[config.mk]
export PLATFORM = sky130hd
export DESIGN_NAME = led_indicator
export DESIGN_NICKNAME = d
export VERILOG_FILES = /design/src/rtl/led_indicator.sv
export SDC_FILE = /design/constraint.sdc
export NUM_CORES = 1
export LEC_CHECK = 0
export CELL_PAD_IN_SITES_DETAIL_PLACEMENT = 1
export CELL_PAD_IN_SITES_GLOBAL_PLACEMENT = 2
export CORE_ASPECT_RATIO = 0.9
export CORE_MARGIN = 1
export CORE_UTILIZATION = 38
export CTS_CLUSTER_SIZE = 10
export DETAILED_ROUTE_END_ITERATION = 10
export GPL_TIMING_DRIVEN = 0
export PLACE_DENSITY_LB_ADDON = 0.12
export SYNTH_ARGS = -nofsm -noshare
export SYNTH_HDL_FRONTEND = slang
export SYNTH_SLANG_ARGS = --single-unit
[constraint.sdc]
create_clock -name clk -period 3.8 [get_ports clk]
set_clock_uncertainty 0.1 [all_clocks]
set_input_delay 0.95 -clock clk [delete_from_list [all_inputs] [get_ports clk]]
set_output_delay 0.95 -clock clk [all_outputs]
set_load 0.1 [all_outputs]
[src/rtl/led_indicator.sv]
// Multi-channel indicator LED driver: per-channel off / on / blink / one-shot pulse,
// with a shared prescaler tick that is also exported for other timing users.
module led_indicator #(
  parameter int CHANNELS    = 8,
  parameter int TICK_DIV    = 100000,
  parameter int BLINK_TICKS = 250,
  parameter int PULSE_TICKS = 100
) (
  input  logic                  clk,
  input  logic                  rst,
  input  logic [2*CHANNELS-1:0] mode,
  input  logic [CHANNELS-1:0]   trig,
  output logic [CHANNELS-1:0]   led,
  output logic                  tick
);

  localparam int PW = (TICK_DIV > 1) ? $clog2(TICK_DIV) : 1;
  localparam int BW = (BLINK_TICKS > 1) ? $clog2(BLINK_TICKS) : 1;
  localparam int CW = $clog2(PULSE_TICKS + 1);

  localparam logic [PW-1:0] PRE_LAST   = PW'(TICK_DIV - 1);
  localparam logic [BW-1:0] BLINK_LAST = BW'(BLINK_TICKS - 1);
  localparam logic [CW-1:0] PULSE_LOAD = CW'(PULSE_TICKS);

  typedef enum logic [1:0] {
    MODE_OFF   = 2'b00,
    MODE_ON    = 2'b01,
    MODE_BLINK = 2'b10,
    MODE_PULSE = 2'b11
  } mode_e;

  logic [PW-1:0]       preCnt_r;
  logic                tick_r;
  logic [BW-1:0]       blinkCnt_r;
  logic                phase_r;
  logic [CHANNELS-1:0] trigPrev_r;
  logic [CW-1:0]       pulseCnt_r  [CHANNELS];
  logic [CW-1:0]       pulseNext_s [CHANNELS];
  logic [CHANNELS-1:0] edge_s;
  logic [CHANNELS-1:0] ledNext_s;
  logic [CHANNELS-1:0] led_r;

  assign edge_s = trig & ~trigPrev_r;
  assign led    = led_r;
  assign tick   = tick_r;

  // Prescaler, tick strobe and the shared free-running blink phase.
  always_ff @(posedge clk or posedge rst) begin
    if (rst) begin
      preCnt_r   <= {PW{1'b0}};
      tick_r     <= 1'b0;
      blinkCnt_r <= {BW{1'b0}};
      phase_r    <= 1'b0;
    end else begin
      if (preCnt_r == PRE_LAST) begin
        preCnt_r <= {PW{1'b0}};
        tick_r   <= 1'b1;
      end else begin
        preCnt_r <= preCnt_r + PW'(1);
        tick_r   <= 1'b0;
      end
      if (tick_r) begin
        if (blinkCnt_r == BLINK_LAST) begin
          blinkCnt_r <= {BW{1'b0}};
          phase_r    <= ~phase_r;
        end else begin
          blinkCnt_r <= blinkCnt_r + BW'(1);
        end
      end
    end
  end

  // Per-channel pulse counter update and LED selection from current state.
  always_comb begin
    for (int i = 0; i < CHANNELS; i++) begin
      pulseNext_s[i] = pulseCnt_r[i];
      ledNext_s[i]   = 1'b0;
      // Load beats decrement so an edge coinciding with a tick restarts the full length.
      if (mode[2*i +: 2] != MODE_PULSE) begin
        pulseNext_s[i] = {CW{1'b0}};
      end else if (edge_s[i]) begin
        pulseNext_s[i] = PULSE_LOAD;
      end else if (tick_r && (pulseCnt_r[i] != {CW{1'b0}})) begin
        pulseNext_s[i] = pulseCnt_r[i] - CW'(1);
      end else begin
        pulseNext_s[i] = pulseCnt_r[i];
      end
      case (mode[2*i +: 2])
        MODE_OFF:   ledNext_s[i] = 1'b0;
        MODE_ON:    ledNext_s[i] = 1'b1;
        MODE_BLINK: ledNext_s[i] = phase_r;
        MODE_PULSE: ledNext_s[i] = (pulseCnt_r[i] != {CW{1'b0}});
        default:    ledNext_s[i] = 1'b0;
      endcase
    end
  end

  // Channel state registers; trigPrev resets high so a held trigger cannot fire on release.
  always_ff @(posedge clk or posedge rst) begin
    if (rst) begin
      trigPrev_r <= {CHANNELS{1'b1}};
      led_r      <= {CHANNELS{1'b0}};
      for (int i = 0; i < CHANNELS; i++) begin
        pulseCnt_r[i] <= {CW{1'b0}};
      end
    end else begin
      trigPrev_r <= trig;
      led_r      <= ledNext_s;
      for (int i = 0; i < CHANNELS; i++) begin
        pulseCnt_r[i] <= pulseNext_s[i];
      end
    end
  end

endmodule

==> impl_results.md <==
* Peak Freq at about 340 MHz
* Pre-CTS setup slack at 1200 ps
* Overflow after GRT at 0
* RR Startpoint: tick
* Core Area at 12700 um^2
* Clk slew on worst S/H paths at roughly 70 ps
* Die X at 122 um
* Layout cells sized above 1 at about 7.8%
* Power per cell area at 387 nW/um^2
* Synthesized cell area at just under 5000 um^2
* EDFF count, synth at 0
* Row cnt at 39
* Area contributors post-synth: dfrtp_1, nor2_1, ha_1
* Sw Ratio at 24.1%
* Slew Limit Fails at 0
* Residual DRC count at 0
* Synthesis Warnings at 0
* DR WL/cell at 15.9 um
* Post-synth top cells: dfrtp_1, nor2_1, nand2_1
* Int Pwr at 0.00171 W
* Drt first pass iters at 4
* Top_reg_cell synth: dfrtp_1
* Critical-path top delay cell: clkdlybuf4s50_1
* Final wirelength at around 11 mm
* Nets@finish at 581
* Tot GR Track Use at 18.8%
* TritonCTS Sinks at ~100
* CP endpoint kind: output pin
* CTS H-tree depth at 3
* Area Overhead vs Synth at 18.2%
* Hold Path Sink: preCnt_r[0]
* Worst Path Buf+Inv at 1
* Vias in the first global route at 3950
* Hold Startpoint: preCnt_r[0]
* Die area at approximately 13000 um^2
* Crit path kind: reg2out
* Status: finished, final reports clean
* Post-synth top area cell: dfrtp_1
* Unique cell type count in the Yosys netlist at 49
* WP data required at about 2800 ps
* CP top delay family: buffers and inverters
* Startpoint types: register
* Setup bufs post-CTS at 0
* Synth async-reset ratio at between 90% and 100%
* Largest net degree at the start of global routing at 67
* Peak supply drop at 0.000205 V
* MaxCap Viol Count at 0
* DIE HEIGHT at roughly 110 um
* Vias after detailed routing at 3753
* Reg2Reg Setup Slack at 1550 ps
* # setup viols final at 0
* RR Endpoint: phase_r
* Worst-margin pin slew at roughly 990 ps
* Final Hold Fails at 0
* Initial Util at 38.9%
* Post-Syn Instances at 490
* GPL Wtd Cong at 0.756
* Worst EP arrival at 1910 ps
* CTS max path bufs at 2
* Avg Cell Area, Syn at 10.1 um^2
* Number of synthesized register bits at 99
* Sw Pwr at around 0.00054 W
* Comb power frac at slightly below 8%
* CTS Root Cell: clkbuf_16
* Post-route ant nets at 0
* Hold WC Path Type: reg2reg
* First-pass GRT wire length at 19.5 mm
* Cts repair resizes at 0
* Syn Nets at 535
* Count leader, synth: dfrtp_1
* Post-CTS Hold Buffers at 0
* Count of buffers from port buffering at 34
* Initial antenna violation count at 0
* Max FO, Critical Path at 3
* Layout Utilization at between 40 and 50%
* Setup WS post-layout at between 800 and 900 ps
* Vias per cell at 5.32
* Register share of total power at 48.2%
* Pleak at 2.38 nW
* TritonCTS clock tree: built
* CP peak stage delay at roughly 1200 ps
* R2R depth at 5
* Initial drt markers at 158
* Cts bufs inserted at 9
* Hold-critical path depth at 1
* Ant. Diodes at 0
* Clk_lat worst skew at 350 ps
* Total negative slack at 0 ps
* Clock power share at roughly 44%
* Final worst path period share at 78.0%
* Top-level port count at 35
* Register area share after synthesis at 50.4%
* Dpl hpwl at 8.04 mm
* Max_slew headroom at 34.0%
* Final period demand of the worst path at 2960 ps
* CP cell instances: clkdlybuf4s50_1
* RSZ-0062 raised after global routing: no
* Top-area cell type share of the netlist area at 46.1%
final cells by class:
type | count | area [um^2]
clock buffer | 10 | 229
timing repair buffer | 35 | 368
sequential | 99 | 2490
fill | 1461 | 6860
tap | 164 | 205
multi-input combinational | 361 | 2330
clock inverter | 6 | 91.3
inverter | 23 | 88.8
buffer | 7 | 30.0
cell usage in the layout (no fill, tap or decap), types with 3 or more instances in the layout:
master,count
dfrtp_1,91
nor2_1,65
clkdlybuf4s50_1,34
nand2_1,32
a31oi_1,26
xor2_1,23
inv_1,22
a21oi_1,21
xnor2_1,20
o21ai_0,20
ha_1,19
or3_1,16
nand2b_1,15
or4_1,14
nand3_1,13
nand4_1,10
clkbuf_16,9
nor3_1,8
dfstp_2,8
a211oi_1,5
nor4b_1,5
o2111ai_1,5
clkbuf_1,4
mux2_2,4
o41ai_1,4
buf_2,3
or4b_2,3
clkinvlp_4,3
layer usage:
metal / up-vias / part of all wire (%) / global-route usage, %
met5: - / 0 / 0
met4: 0 / 0.85 / 3.92
met3: 6 / 3.0 / 5.14
met2: 38 / 47 / 31.0
met1: 1866 / 49 / 24.7
li1: 1843 / - / -
per-stage QoR:
stage / instances / area [um^2] / hold WS (ps) / power [W]
6_report: 705 / 5830 / 393 / 0.00225
5_1_grt: 705 / 5830 / 434 / 0.00235
4_1_cts: 705 / 5830 / 394 / 0.00229
3_5_place_dp: 689 / 5510 / 385 / 0.00129
3_3_place_gp: 688 / 5480 / 379 / 0.00128
2_1_floorplan: 490 / 4930 / 355 / 0.00121
sequential cells by signal, summed over array words and instances, names as in the netlist:
register	cells
blinkCnt_r	8
led	8
phase_r	1
preCnt_r	17
pulseCnt_r	56
tick	1
trigPrev_r	8
logic make-up after synthesis:
logic type	Yosys count	synth area share [%]
simple gates	197	21.3
flops	99	50.4
compound gates	96	12.2
xor+xnor	43	7.63
buf+inv	30	2.36
fa+ha+maj	19	4.82
mux	6	1.32
worst max-delay path by stage:
| stage | start | to | slack (ps) | cells past startpoint |
|---|---|---|---|---|
| after global placement | rst | pulseCnt_r[12] | -1540 | 2 |
| after floorplan | rst | blinkCnt_r[0] | 170 | 1 |
| after global routing | tick | tick | 760 | 1 |
| after CTS | tick | tick | 800 | 1 |
| final | tick | tick | 840 | 1 |
| after detailed placement | tick | tick | 1200 | 1 |
power by group through the flow:
| stage | Sequential, W | Combinational, W | Clock [W] |
|---|---|---|---|
| 6_report | 0.00109 | 0.000179 | 0.000990 |
| 5_1_grt | 0.00109 | 0.000197 | 0.00107 |
| 4_1_cts | 0.00109 | 0.000183 | 0.00103 |
| 3_5_place_dp | 0.00111 | 0.000182 | 0 |
| 3_3_place_gp | 0.00111 | 0.000175 | 0 |
| 2_1_floorplan | 0.00115 | 0.0000633 | 0 |
(Power assumes the default switching activity.)
